$ cat src/rtl/writeback_stage_p.sv
// MIPS writeback stage: MEM/WB pipeline register, sub-word load extraction,
// 4-way result select, $zero write suppression and a retired-instruction counter.
module writeback_stage_p #(
    parameter int DATA_WIDTH     = 32,
    parameter int REG_ADDR_WIDTH = 5,
    parameter int SUPPRESS_R0    = 1,
    parameter int CNT_WIDTH      = 32
) (
    input  logic                      Clk,
    input  logic                      Reset,
    input  logic                      Stall,
    input  logic                      Flush,
    input  logic                      ValidIn,
    input  logic                      RegWriteIn,
    input  logic [1:0]                WBSel,
    input  logic [1:0]                LoadSize,
    input  logic                      LoadUnsigned,
    input  logic [REG_ADDR_WIDTH-1:0] WriteRegIn,
    input  logic [DATA_WIDTH-1:0]     ALUResult,
    input  logic [DATA_WIDTH-1:0]     DataMemory,
    input  logic [DATA_WIDTH-1:0]     LinkAddr,
    input  logic [DATA_WIDTH-1:0]     AuxData,
    output logic [DATA_WIDTH-1:0]     WriteData,
    output logic [REG_ADDR_WIDTH-1:0] WriteReg,
    output logic                      RegWrite,
    output logic                      ValidOut,
    output logic [CNT_WIDTH-1:0]      InstrRetired
);

    localparam int OFF_W = $clog2(DATA_WIDTH / 8);

    localparam logic [1:0] SEL_ALU  = 2'b00;
    localparam logic [1:0] SEL_MEM  = 2'b01;
    localparam logic [1:0] SEL_LINK = 2'b10;

    localparam logic [1:0] SIZE_WORD = 2'b00;
    localparam logic [1:0] SIZE_HALF = 2'b01;
    localparam logic [1:0] SIZE_BYTE = 2'b10;

    logic                      regValid;
    logic                      regRegWrite;
    logic [1:0]                regWBSel;
    logic [1:0]                regLoadSize;
    logic                      regLoadUnsigned;
    logic [REG_ADDR_WIDTH-1:0] regWriteReg;
    logic [DATA_WIDTH-1:0]     regALUResult;
    logic [DATA_WIDTH-1:0]     regDataMemory;
    logic [DATA_WIDTH-1:0]     regLinkAddr;
    logic [DATA_WIDTH-1:0]     regAuxData;
    logic [CNT_WIDTH-1:0]      retiredCount;

    // Stage control: Reset beats Flush beats Stall. A flushed slot becomes a
    // bubble (valid and write-enable cleared); its data fields are don't-care.
    always_ff @(posedge Clk) begin
        if (Reset) begin
            regValid        <= 1'b0;
            regRegWrite     <= 1'b0;
            regWBSel        <= '0;
            regLoadSize     <= '0;
            regLoadUnsigned <= 1'b0;
            regWriteReg     <= '0;
            regALUResult    <= '0;
            regDataMemory   <= '0;
            regLinkAddr     <= '0;
            regAuxData      <= '0;
        end else if (Flush) begin
            regValid        <= 1'b0;
            regRegWrite     <= 1'b0;
            regWBSel        <= WBSel;
            regLoadSize     <= LoadSize;
            regLoadUnsigned <= LoadUnsigned;
            regWriteReg     <= WriteRegIn;
            regALUResult    <= ALUResult;
            regDataMemory   <= DataMemory;
            regLinkAddr     <= LinkAddr;
            regAuxData      <= AuxData;
        end else if (!Stall) begin
            regValid        <= ValidIn;
            regRegWrite     <= RegWriteIn;
            regWBSel        <= WBSel;
            regLoadSize     <= LoadSize;
            regLoadUnsigned <= LoadUnsigned;
            regWriteReg     <= WriteRegIn;
            regALUResult    <= ALUResult;
            regDataMemory   <= DataMemory;
            regLinkAddr     <= LinkAddr;
            regAuxData      <= AuxData;
        end
    end

    // An instruction retires when it leaves WB, i.e. on an unstalled edge.
    always_ff @(posedge Clk) begin
        if (Reset) begin
            retiredCount <= '0;
        end else if (regValid && !Stall) begin
            retiredCount <= retiredCount + 1'b1;
        end
    end

    logic [OFF_W-1:0]      regOff;
    logic [OFF_W+2:0]      byteShift;
    logic [OFF_W+2:0]      halfShift;
    logic [DATA_WIDTH-1:0] byteShifted;
    logic [DATA_WIDTH-1:0] halfShifted;
    logic [7:0]            byteVal;
    logic [15:0]           halfVal;
    logic                  byteSign;
    logic                  halfSign;
    logic [DATA_WIDTH-1:0] byteExt;
    logic [DATA_WIDTH-1:0] halfExt;
    logic [DATA_WIDTH-1:0] wordExt;
    logic [DATA_WIDTH-1:0] doubleExt;
    logic [DATA_WIDTH-1:0] loadExt;

    assign regOff      = regALUResult[OFF_W-1:0];
    assign byteShift   = {regOff, 3'b000};
    assign halfShift   = {regOff[OFF_W-1:1], 4'b0000};
    assign byteShifted = regDataMemory >> byteShift;
    assign halfShifted = regDataMemory >> halfShift;
    assign byteVal     = byteShifted[7:0];
    assign halfVal     = halfShifted[15:0];
    assign byteSign    = ~regLoadUnsigned & byteVal[7];
    assign halfSign    = ~regLoadUnsigned & halfVal[15];
    assign byteExt     = {{(DATA_WIDTH-8){byteSign}}, byteVal};
    assign halfExt     = {{(DATA_WIDTH-16){halfSign}}, halfVal};

    generate
        if (DATA_WIDTH == 64) begin : gen_w64
            // Word lane chosen by offset bit 2; the word is then extended.
            logic [DATA_WIDTH-1:0] wordShifted;
            logic [31:0]           wordVal;
            logic                  wordSign;
            assign wordShifted = regDataMemory >> {regOff[OFF_W-1], 5'b00000};
            assign wordVal     = wordShifted[31:0];
            assign wordSign    = ~regLoadUnsigned & wordVal[31];
            assign wordExt     = {{(DATA_WIDTH-32){wordSign}}, wordVal};
            assign doubleExt   = regDataMemory;
        end else begin : gen_w32
            // Word and doubleword both pass the raw memory word through.
            assign wordExt   = regDataMemory;
            assign doubleExt = regDataMemory;
        end
    endgenerate

    always_comb begin
        loadExt = doubleExt;
        case (regLoadSize)
            SIZE_WORD: loadExt = wordExt;
            SIZE_HALF: loadExt = halfExt;
            SIZE_BYTE: loadExt = byteExt;
            default:   loadExt = doubleExt;
        endcase
    end

    always_comb begin
        WriteData = regAuxData;
        case (regWBSel)
            SEL_ALU:  WriteData = regALUResult;
            SEL_MEM:  WriteData = loadExt;
            SEL_LINK: WriteData = regLinkAddr;
            default:  WriteData = regAuxData;
        endcase
    end

    logic isR0;
    assign isR0 = (SUPPRESS_R0 != 0) && (regWriteReg == '0);

    // Gated by regValid so a bubble never writes, whatever its fields hold.
    assign RegWrite     = regRegWrite & regValid & ~isR0;
    assign WriteReg     = regWriteReg;
    assign ValidOut     = regValid;
    assign InstrRetired = retiredCount;

endmodule

$ cat config.mk
export PLATFORM = sky130hd
export DESIGN_NAME = writeback_stage_p
export DESIGN_NICKNAME = d
export VERILOG_FILES = /design/src/rtl/writeback_stage_p.sv
export SDC_FILE = /design/constraint.sdc
export NUM_CORES = 1
export LEC_CHECK = 0
export CORE_ASPECT_RATIO = 1.4
export CORE_MARGIN = 4
export CORE_UTILIZATION = 50
export CTS_CLUSTER_DIAMETER = 200
export DETAILED_ROUTE_END_ITERATION = 7
export PLACE_DENSITY = 0.82
export SYNTH_ARGS = -nofsm -noshare
export SYNTH_HDL_FRONTEND = slang
export SYNTH_SLANG_ARGS = --single-unit
$ cat constraint.sdc
create_clock -name Clk -period 4.86 [get_ports Clk]
set_input_delay 0.486 -clock Clk [delete_from_list [all_inputs] [get_ports Clk]]
set_output_delay 0.486 -clock Clk [all_outputs]
set_load 0.03 [all_outputs]
==> metrics.cfg, run 1 <==
[route]
routed_wl_mm=25.2
drt_iter0_drc=770
vias=7987
postRouteAntennaNets=0
firstDrtPassIters=5
vias_per_cell=5.65
wire_per_inst_um=17.8
drc=0

[worst_setup_path]
critical_path.cell_chain=inv_1, nor2_1, nand2_1, o21ai_0, clkdlybuf4s50_1
worstReg2RegStart=InstrRetired[0]
crit_arrival_ns=3.49
crit_buf_inv=2
critPathKind=reg2out
r2r_end=InstrRetired[28]
crit_path_max_incr_delay_ns=0.73
path_max_fanout=38
r2r_cells=5
crit_path_start_kind=flip-flop
r2r_slack_ns=2.68
required_ns=4.37
crit_path_start=regWBSel[0]
end_kind=output port
slowest_stage=dfxtp_2
cp_top_family=buffers and inverters

[hold_path]
hp-start=regLinkAddr[29]
min_to=regLinkAddr[29]
hold_class=reg2reg
min_path_cells=2

[grt]
grt-ovfl-total=0
grt_pass1_vias=7712
gr-usage-all-layers_pct=27.5
antenna_found_initial=2
grt_start_max_net_pins=134
grt_first_pass_wirelength_mm=39.2

[yosys]
yosysMostFrequentCell=nand2_1
synthArstFlopShare_pct=0
synth_top_area_cell=dfxtp_1
synth_area_leaders=dfxtp_1 44%, nand2_1 14%, a21oi_1 11%
ys_types=50
synthesis.instances=1044
synth_seq_cells=172
synth_top_area_share_pct=43.6
synth_common_cells=301 x nand2_1, 181 x a21oi_1, 172 x dfxtp_1
avgSynthCellArea_um2=7.57
synth.cell_area_um2=7900
syn_nets=1191
ys_warn_count=0
synth_edf_count=0
synth_flop_cell=dfxtp_1
ys_seq_area_share_pct=43.6

[clocking]
cts_setup_buffers=0
clkTransAtPathRegs_ns=0.06
cts_resized=0
cts_hold_buf=0
htree_levels=4
cts.sink_count=172
cts_buffers=17
clk_latency_ns=0.42
cts_root_buffer=clkbuf_16
cts_tree=yes
cts_buffer_depth=2

[sta]
fin_worst_skew_ns=0.00364
setup-violations-final=0
period_minus_slack_ns=3.98
finalHoldViolCount=0
fin_setup_tns_ns=0
drv_slew=0
worst_slew_margin_rel_pct=33.7
rsz0062_at_grt=false
period_share_pct=81.9
fmax_mhz=251
timing.hold.ws_ns=0.448
tightest_slew_ns=0.995

[die]
dieArea_um2=17900
ioPinCount=215
die_x_um=114
die-height_um=157
initial_core_util_pct=50.8
rows=54
core_um2=15500

[cells_and_area]
final_area_um2=10700
syn_to_final_growth_pct=35.5
post-route-util_pct=68.9
drive_gt1_share_pct=5.67
nets=1351
fillCellCount=1341

[pwr]
cellLeakagePower_nw=3.98
totalPowerFinal_mw=3.59
pwr_density_cell_nw_per_um2=336
ir_drop_v=0.000220

[placement]
port_buffers=214
placed_cell_area_um2=10000
place_hpwl_mm=17.7
gp_congestion=0.972

[run_status]
status=completed

[job]
max_cap_viol_count=0

==> metal layers <==
metal	vias up	wire length (um)	GRT usage (%)
met1	3695	9830	32.4
li1	3906	-	-
met4	2	1050	14.2
met2	321	12300	45.6
met3	63	1980	7.35
met5	-	12	0
==> layout by cell type (no fill, tap or decap), types with 6 or more instances in the layout <==
master	netlist	routed
o221ai_1	6	6
o31ai_1	10	10
dfxtp_1	172	171
or4_1	10	10
nand4_1	6	6
o211ai_1	11	11
mux2_2	18	18
nand3_1	9	9
inv_1	13	13
clkbuf_16	0	17
nor2b_1	11	10
mux2i_1	17	17
or3_1	6	6
nand2b_1	18	18
clkdlybuf4s50_1	0	213
buf_4	0	9
a21oi_1	181	181
nor2_1	23	23
nand2_1	301	301
o21ai_0	77	77
nor3_1	9	9
==> power breakdown <==
group	switching, mW	internal, mW
registers	0.0593	1.48
clock network	0.554	0.929
logic	0.307	0.261
==> final cells by class <==
| type | count | area [um2] | area share [%] |
|---|---|---|---|
| inverters | 14 | 52.6 | 0.491 |
| flip-flops and latches | 172 | 3440 | 32.2 |
| clock inverters | 9 | 156 | 1.46 |
| well taps | 196 | 245 | 2.29 |
| repair buffers | 223 | 2220 | 20.7 |
| diodes | 2 | 5.00 | 0.0468 |
| clock buffers | 22 | 494 | 4.62 |
| multi-input cells | 776 | 4080 | 38.2 |
==> flip-flops by register name, summed over array words and instances, names as in the netlist <==
signal and count:
regAuxData 32, regLinkAddr 32, WriteReg 5, regWBSel 2, ValidOut 1, regLoadUnsigned 1, regLoadSize 2, regRegWrite 1
doubleExt 32, InstrRetired 32, regALUResult 32
==> how the worst max path moves through the flow <==
stage | end | slack [ns] | cells after the start
2_1_floorplan | WriteData[16] | 2.34 | 6
4_1_cts | WriteData[24] | 0.97 | 5
3_3_place_gp | WriteData[24] | 1.54 | 5
5_1_grt | WriteData[23] | 0.71 | 5
3_5_place_dp | WriteData[21] | 1.45 | 5
6_report | WriteData[24] | 0.88 | 5
==> tightest hold or removal path: cells and delay by family (launching register included) <==
kind | cells | cell delay (ns)
AOI/OAI and AO/OA | 1 | 0.05
DFF | 1 | 0.31
and+or+nand+nor | 1 | 0.05
==> through the flow <==
step	std cells	setup WS [ns]
global placement	1381	1.54
floorplan	1044	2.34
CTS	1412	0.970
finish	1414	0.879
global route	1413	0.713
detailed placement	1381	1.45
==> cells by family after synthesis <==
| family | share of synthesized area [%] |
|---|---|
| and+or+nand+nor | 22.7 |
| AOI/OAI and AO/OA | 22.5 |
| DFF | 43.6 |
| buffers and inverters | 4.86 |
| muxes | 5.00 |
| xor gates and xnor gates | 0.887 |
| adders and majority gates | 0.475 |
Note: power is estimated with default switching activity, not from simulation.
==> run 2, diff against run 1 <==
--- a/config.mk
+++ b/config.mk
@@ -7,10 +7,10 @@
 export LEC_CHECK = 0
 export CORE_ASPECT_RATIO = 1.4
 export CORE_MARGIN = 4
-export CORE_UTILIZATION = 50
+export CORE_UTILIZATION = 49
 export CTS_CLUSTER_DIAMETER = 200
 export DETAILED_ROUTE_END_ITERATION = 7
-export PLACE_DENSITY = 0.82
+export PLACE_DENSITY = 0.81
 export SYNTH_ARGS = -nofsm -noshare
 export SYNTH_HDL_FRONTEND = slang
 export SYNTH_SLANG_ARGS = --single-unit
==> constraint.sdc (replaced) <==
create_clock -name Clk -period 4.1 [get_ports Clk]
set_input_delay 0.41 -clock Clk [delete_from_list [all_inputs] [get_ports Clk]]
set_output_delay 0.41 -clock Clk [all_outputs]
set_load 0.03 [all_outputs]
==> run 2 against run 1 <==
Effect of this change: final area hardly changed; core utilization shrank 0.63 points; clock power increased by 12%; clock-buffer cell count rose by 2; critical endpoint is now WriteData[26]; largest cell class unchanged; largest power group unchanged.
==> metrics.cfg, run 2 (same netlist as run 1, synthesis figures left out) <==
[run_status]
status=completed

[pwr]
p_sw_share_pct=26.2
cellLeakagePower_nw=3.98
pwr_density_cell_nw_per_um2=389
ir_drop_v=0.000270
seqPwrFrac_pct=43.7
power_frac_comb_pct=16.4
totalPowerFinal_mw=4.16
power.net_switching_mw=1.09
internal_power_mw=3.07
power_frac_clock_pct=39.9

[hold_path]
min_path_cells=2
hold_class=reg2reg

[grt]
antenna_found_initial=1
gr-usage-all-layers_pct=27.0
grt-ovfl-total=0
grt_start_max_net_pins=85
grt_first_pass_wirelength_mm=38.7
grt_pass1_vias=7419

[cells_and_area]
syn_to_final_growth_pct=35.4
multiInputGateArea_um2=4080
drive_gt1_share_pct=5.90
nets=1354
seqCellArea_um2=3440
fillCellCount=1331
layout_common_cells=301 x nand2_1, 213 x clkdlybuf4s50_1, 181 x a21oi_1, 171 x dfxtp_1, 77 x o21ai_0
final_common_cell=nand2_1
num_antenna_cells=0

[route]
firstDrtPassIters=5
drc=0
wire_per_inst_um=17.7
vias=7929
drt_iter0_drc=640
vias_per_cell=5.60
routed_wl_mm=25.0
postRouteAntennaNets=0

[sta]
finalHoldViolCount=0
tightest_slew_ns=1.15
finalWorstSetupSlack_ns=0.255
fin_worst_skew_ns=0.00359
timing.hold.ws_ns=0.446
rsz0062_at_grt=false
period_minus_slack_ns=3.85
period_share_pct=93.8
fmax_mhz=260
drv_slew=0
worst_slew_margin_rel_pct=22.8
setup-violations-final=0
fin_setup_tns_ns=0

[worst_setup_path]
required_ns=3.69
critPathKind=reg2out
crit_arrival_ns=3.44
slowest_stage=nor2_1
path_max_fanout=21
crit_path_max_incr_delay_ns=0.97
critical_path.cell_chain=inv_1, ha_1, nor2_1, a21oi_1, o21ai_0, clkdlybuf4s50_1
crit_path_start_kind=flip-flop
end_kind=output port
r2r_cells=5

[clocking]
cts_hold_buf=0
cts_tree=yes
clk_latency_ns=0.42
cts_resized=0
htree_levels=4
clkTransAtPathRegs_ns=0.06
cts_buffers=17
cts_root_buffer=clkbuf_16
cts_setup_buffers=0
cts.sink_count=172
cts_buffer_depth=2

[placement]
dp_worst_setup_slack_ns=0.731
place_hpwl_mm=17.9
gp_congestion=0.954
port_buffers=214

[die]
ioPinCount=215
die_x_um=115
dieArea_um2=18200
initial_core_util_pct=50.4
rows=54
die-height_um=158
core_um2=15700

[job]
max_cap_viol_count=0

## run 2: cell type report
class	count	share of cell area (%)
well taps	196	2.29
clock buffers	24	4.78
flip-flops and latches	172	32.2
clock inverters	8	0.971
inverters	14	0.491
multi-input cells	776	38.2
repair buffers	226	21.1
## run 2: path summary, 6_finish.rpt
path                         from                to  slack, ns
setup / recovery   regLoadSize[0]     WriteData[26]       0.25
setup reg to reg  InstrRetired[0]  InstrRetired[20]       1.93
hold reg to reg   regLinkAddr[29]   regLinkAddr[29]       0.45
hold / removal    regLinkAddr[29]   regLinkAddr[29]       0.45
## run 2: power groups by stage
stage | clock (mW) | combinational, mW | sequential, mW
floorplan | 0 | 0.366 | 1.84
global placement | 0 | 0.669 | 1.85
detailed placement | 0 | 0.675 | 1.85
CTS | 1.68 | 0.680 | 1.82
global route | 1.74 | 0.735 | 1.82
finish | 1.66 | 0.682 | 1.82
## run 2: worst max-delay path, delay by kind of cell (launching register included)
family | cells | cell delay, ns
AND/OR/NAND/NOR | 1 | 0.97
AO/OA/AOI/OAI | 2 | 0.32
buffers and inverters | 2 | 0.80
flip-flops | 1 | 0.36
adder cells (fa/ha/maj) | 1 | 0.55
## run 2: per-stage QoR
stage | util [%] | cells | area, um2
2_1_floorplan | - | 1044 | 7900
6_report | 68.2 | 1416 | 10700
4_1_cts | 68.2 | 1416 | 10700
5_1_grt | 68.2 | 1416 | 10700
3_5_place_dp | 64.3 | 1384 | 10100
3_3_place_gp | 64.3 | 1384 | 10100
## run 2: per-layer routing
metal  global-route usage [%]  up-vias  wire, um
met5                        0        -         8
met2                     46.8      295     12500
met3                     7.72       47      1820
met1                     32.2     3674     10000
met4                     8.33        2       608
li1                         -     3911         -
==> run 3, diff against run 2 <==
--- a/config.mk
+++ b/config.mk
@@ -7,10 +7,9 @@
 export LEC_CHECK = 0
 export CORE_ASPECT_RATIO = 1.4
 export CORE_MARGIN = 4
-export CORE_UTILIZATION = 49
-export CTS_CLUSTER_DIAMETER = 200
+export CORE_UTILIZATION = 30
+export CTS_CLUSTER_DIAMETER = 120
 export DETAILED_ROUTE_END_ITERATION = 7
-export PLACE_DENSITY = 0.81
 export SYNTH_ARGS = -nofsm -noshare
 export SYNTH_HDL_FRONTEND = slang
 export SYNTH_SLANG_ARGS = --single-unit
==> run 3 against run 2 <==
Effect of this change: setup slack better by 0.12 ns; routed wire length is 8.2% higher; cell count is 8.9% higher; largest cell class unchanged; critical path type unchanged; sequential power hardly changed; register-to-register slack worse by 0.03 ns; critical path depth is 1 lower; clock skew is 0.0070 ns higher; worst hold slack better by 0.0026 ns.
==> metrics.cfg, run 3 (same netlist as run 1, synthesis figures left out) <==
[run_status]
status=completed

[grt]
grt_start_max_net_pins=139
grt-ovfl-total=0
antenna_found_initial=6
grt_first_pass_wirelength_mm=41.8
grt_pass1_vias=7503
gr-usage-all-layers_pct=18.1

[worst_setup_path]
end_kind=output port
path_max_fanout=18
crit_arrival_ns=3.31
crit_path_start_kind=flip-flop
required_ns=3.69
critPathKind=reg2out

[clocking]
cts_resized=0
cts_setup_buffers=0
cts.sink_count=172
cts_root_buffer=clkbuf_16
clk_latency_ns=0.43
htree_levels=4
cts_buffer_depth=2
clkTransAtPathRegs_ns=0.06
cts_buffers=17
cts_hold_buf=0
cts_tree=yes

[sta]
drv_slew=0
tightest_slew_ns=0.951
period_share_pct=90.8
worst_slew_margin_rel_pct=36.6
finalWorstSetupSlack_ns=0.379
fmax_mhz=269
finalHoldViolCount=0
timing.hold.ws_ns=0.448
fin_worst_skew_ns=0.0106
rsz0062_at_grt=false
setup-violations-final=0
period_minus_slack_ns=3.72
fin_setup_tns_ns=0

[cells_and_area]
final_area_um2=10800
drive_gt1_share_pct=5.43
syn_to_final_growth_pct=37.0
final_common_cell=nand2_1
fillCellCount=2609
nets=1353
fin_cells=1542
layout_common_cells=301 x nand2_1, 213 x clkdlybuf4s50_1, 181 x a21oi_1, 171 x dfxtp_1, 77 x o21ai_0
post-route-util_pct=41.6

[route]
vias=7819
routed_wl_mm=27.1
wire_per_inst_um=17.5
postRouteAntennaNets=0
firstDrtPassIters=6
drt_iter0_drc=418
vias_per_cell=5.07
drc=0

[die]
initial_core_util_pct=30.4
die-height_um=200
ioPinCount=215
rows=70
dieArea_um2=29000
core_um2=26000
die_x_um=145

[pwr]
ir_drop_v=0.000281
totalPowerFinal_mw=4.13
cellLeakagePower_nw=3.96
pwr_density_cell_nw_per_um2=382

[placement]
placedCellCount=1511
port_buffers=214
place_hpwl_mm=19.2
gp_congestion=0.874
dp_worst_setup_slack_ns=0.892
placed_cell_area_um2=10200

[hold_path]
hold_class=reg2reg

[job]
max_cap_viol_count=0

[run 3: cell types whose count changed in the layout (fill, tap and decap cells not counted)]
cell,before,now
inv_6,2,0
diode_2,0,2
bufinv_16,2,3
buf_6,0,1
clkbuf_8,6,2
buf_4,11,9
clkbuf_1,1,3
[run 3: final cells by class]
type / count / area, um2 / area share (%)
antenna: 2 / 5.00 / 0.0462
sequential: 172 / 3440 / 31.8
clock buffer: 22 / 464 / 4.29
clock inverter: 7 / 116 / 1.08
tap: 324 / 405 / 3.75
inverter: 14 / 52.6 / 0.486
timing repair buffer: 225 / 2250 / 20.8
multi-input combinational: 776 / 4080 / 37.7
[run 3: where the power goes]
part           switching, mW  leakage (nW)  internal (mW)  total [mW]
registers             0.0627          1.42           1.76        1.82
clock network          0.647         0.282          0.980        1.63
logic                  0.373          2.26          0.313       0.686
total                   1.08          3.96           3.05        4.13
[run 3: worst max-delay path: stages (launching register included)]
cell             delay (ns)
dfxtp_1                0.74
clkinv_1               0.62
nand2_1                0.41
a221oi_1               0.13
a311o_1                0.36
clkdlybuf4s50_1        0.61
[run 3: worst paths after layout]
kind                         from          endpoint  slack, ns  cells after the start
hold reg to reg   regLinkAddr[25]   regLinkAddr[25]       0.45                      2
setup reg to reg  InstrRetired[0]  InstrRetired[20]       1.90                      5
hold / removal    regLinkAddr[25]   regLinkAddr[25]       0.45                      2
setup / recovery      regWBSel[1]     WriteData[11]       0.38                      5
[run 3: per-layer routing]
| metal | vias to the layer above | global-route usage, % | wire length (um) |
|---|---|---|---|
| met3 | 49 | 6.21 | 2040 |
| met5 | - | 0 | 43 |
| met1 | 3596 | 21.8 | 11300 |
| met4 | 8 | 7.04 | 803 |
| li1 | 3921 | - | - |
| met2 | 245 | 30.2 | 12900 |
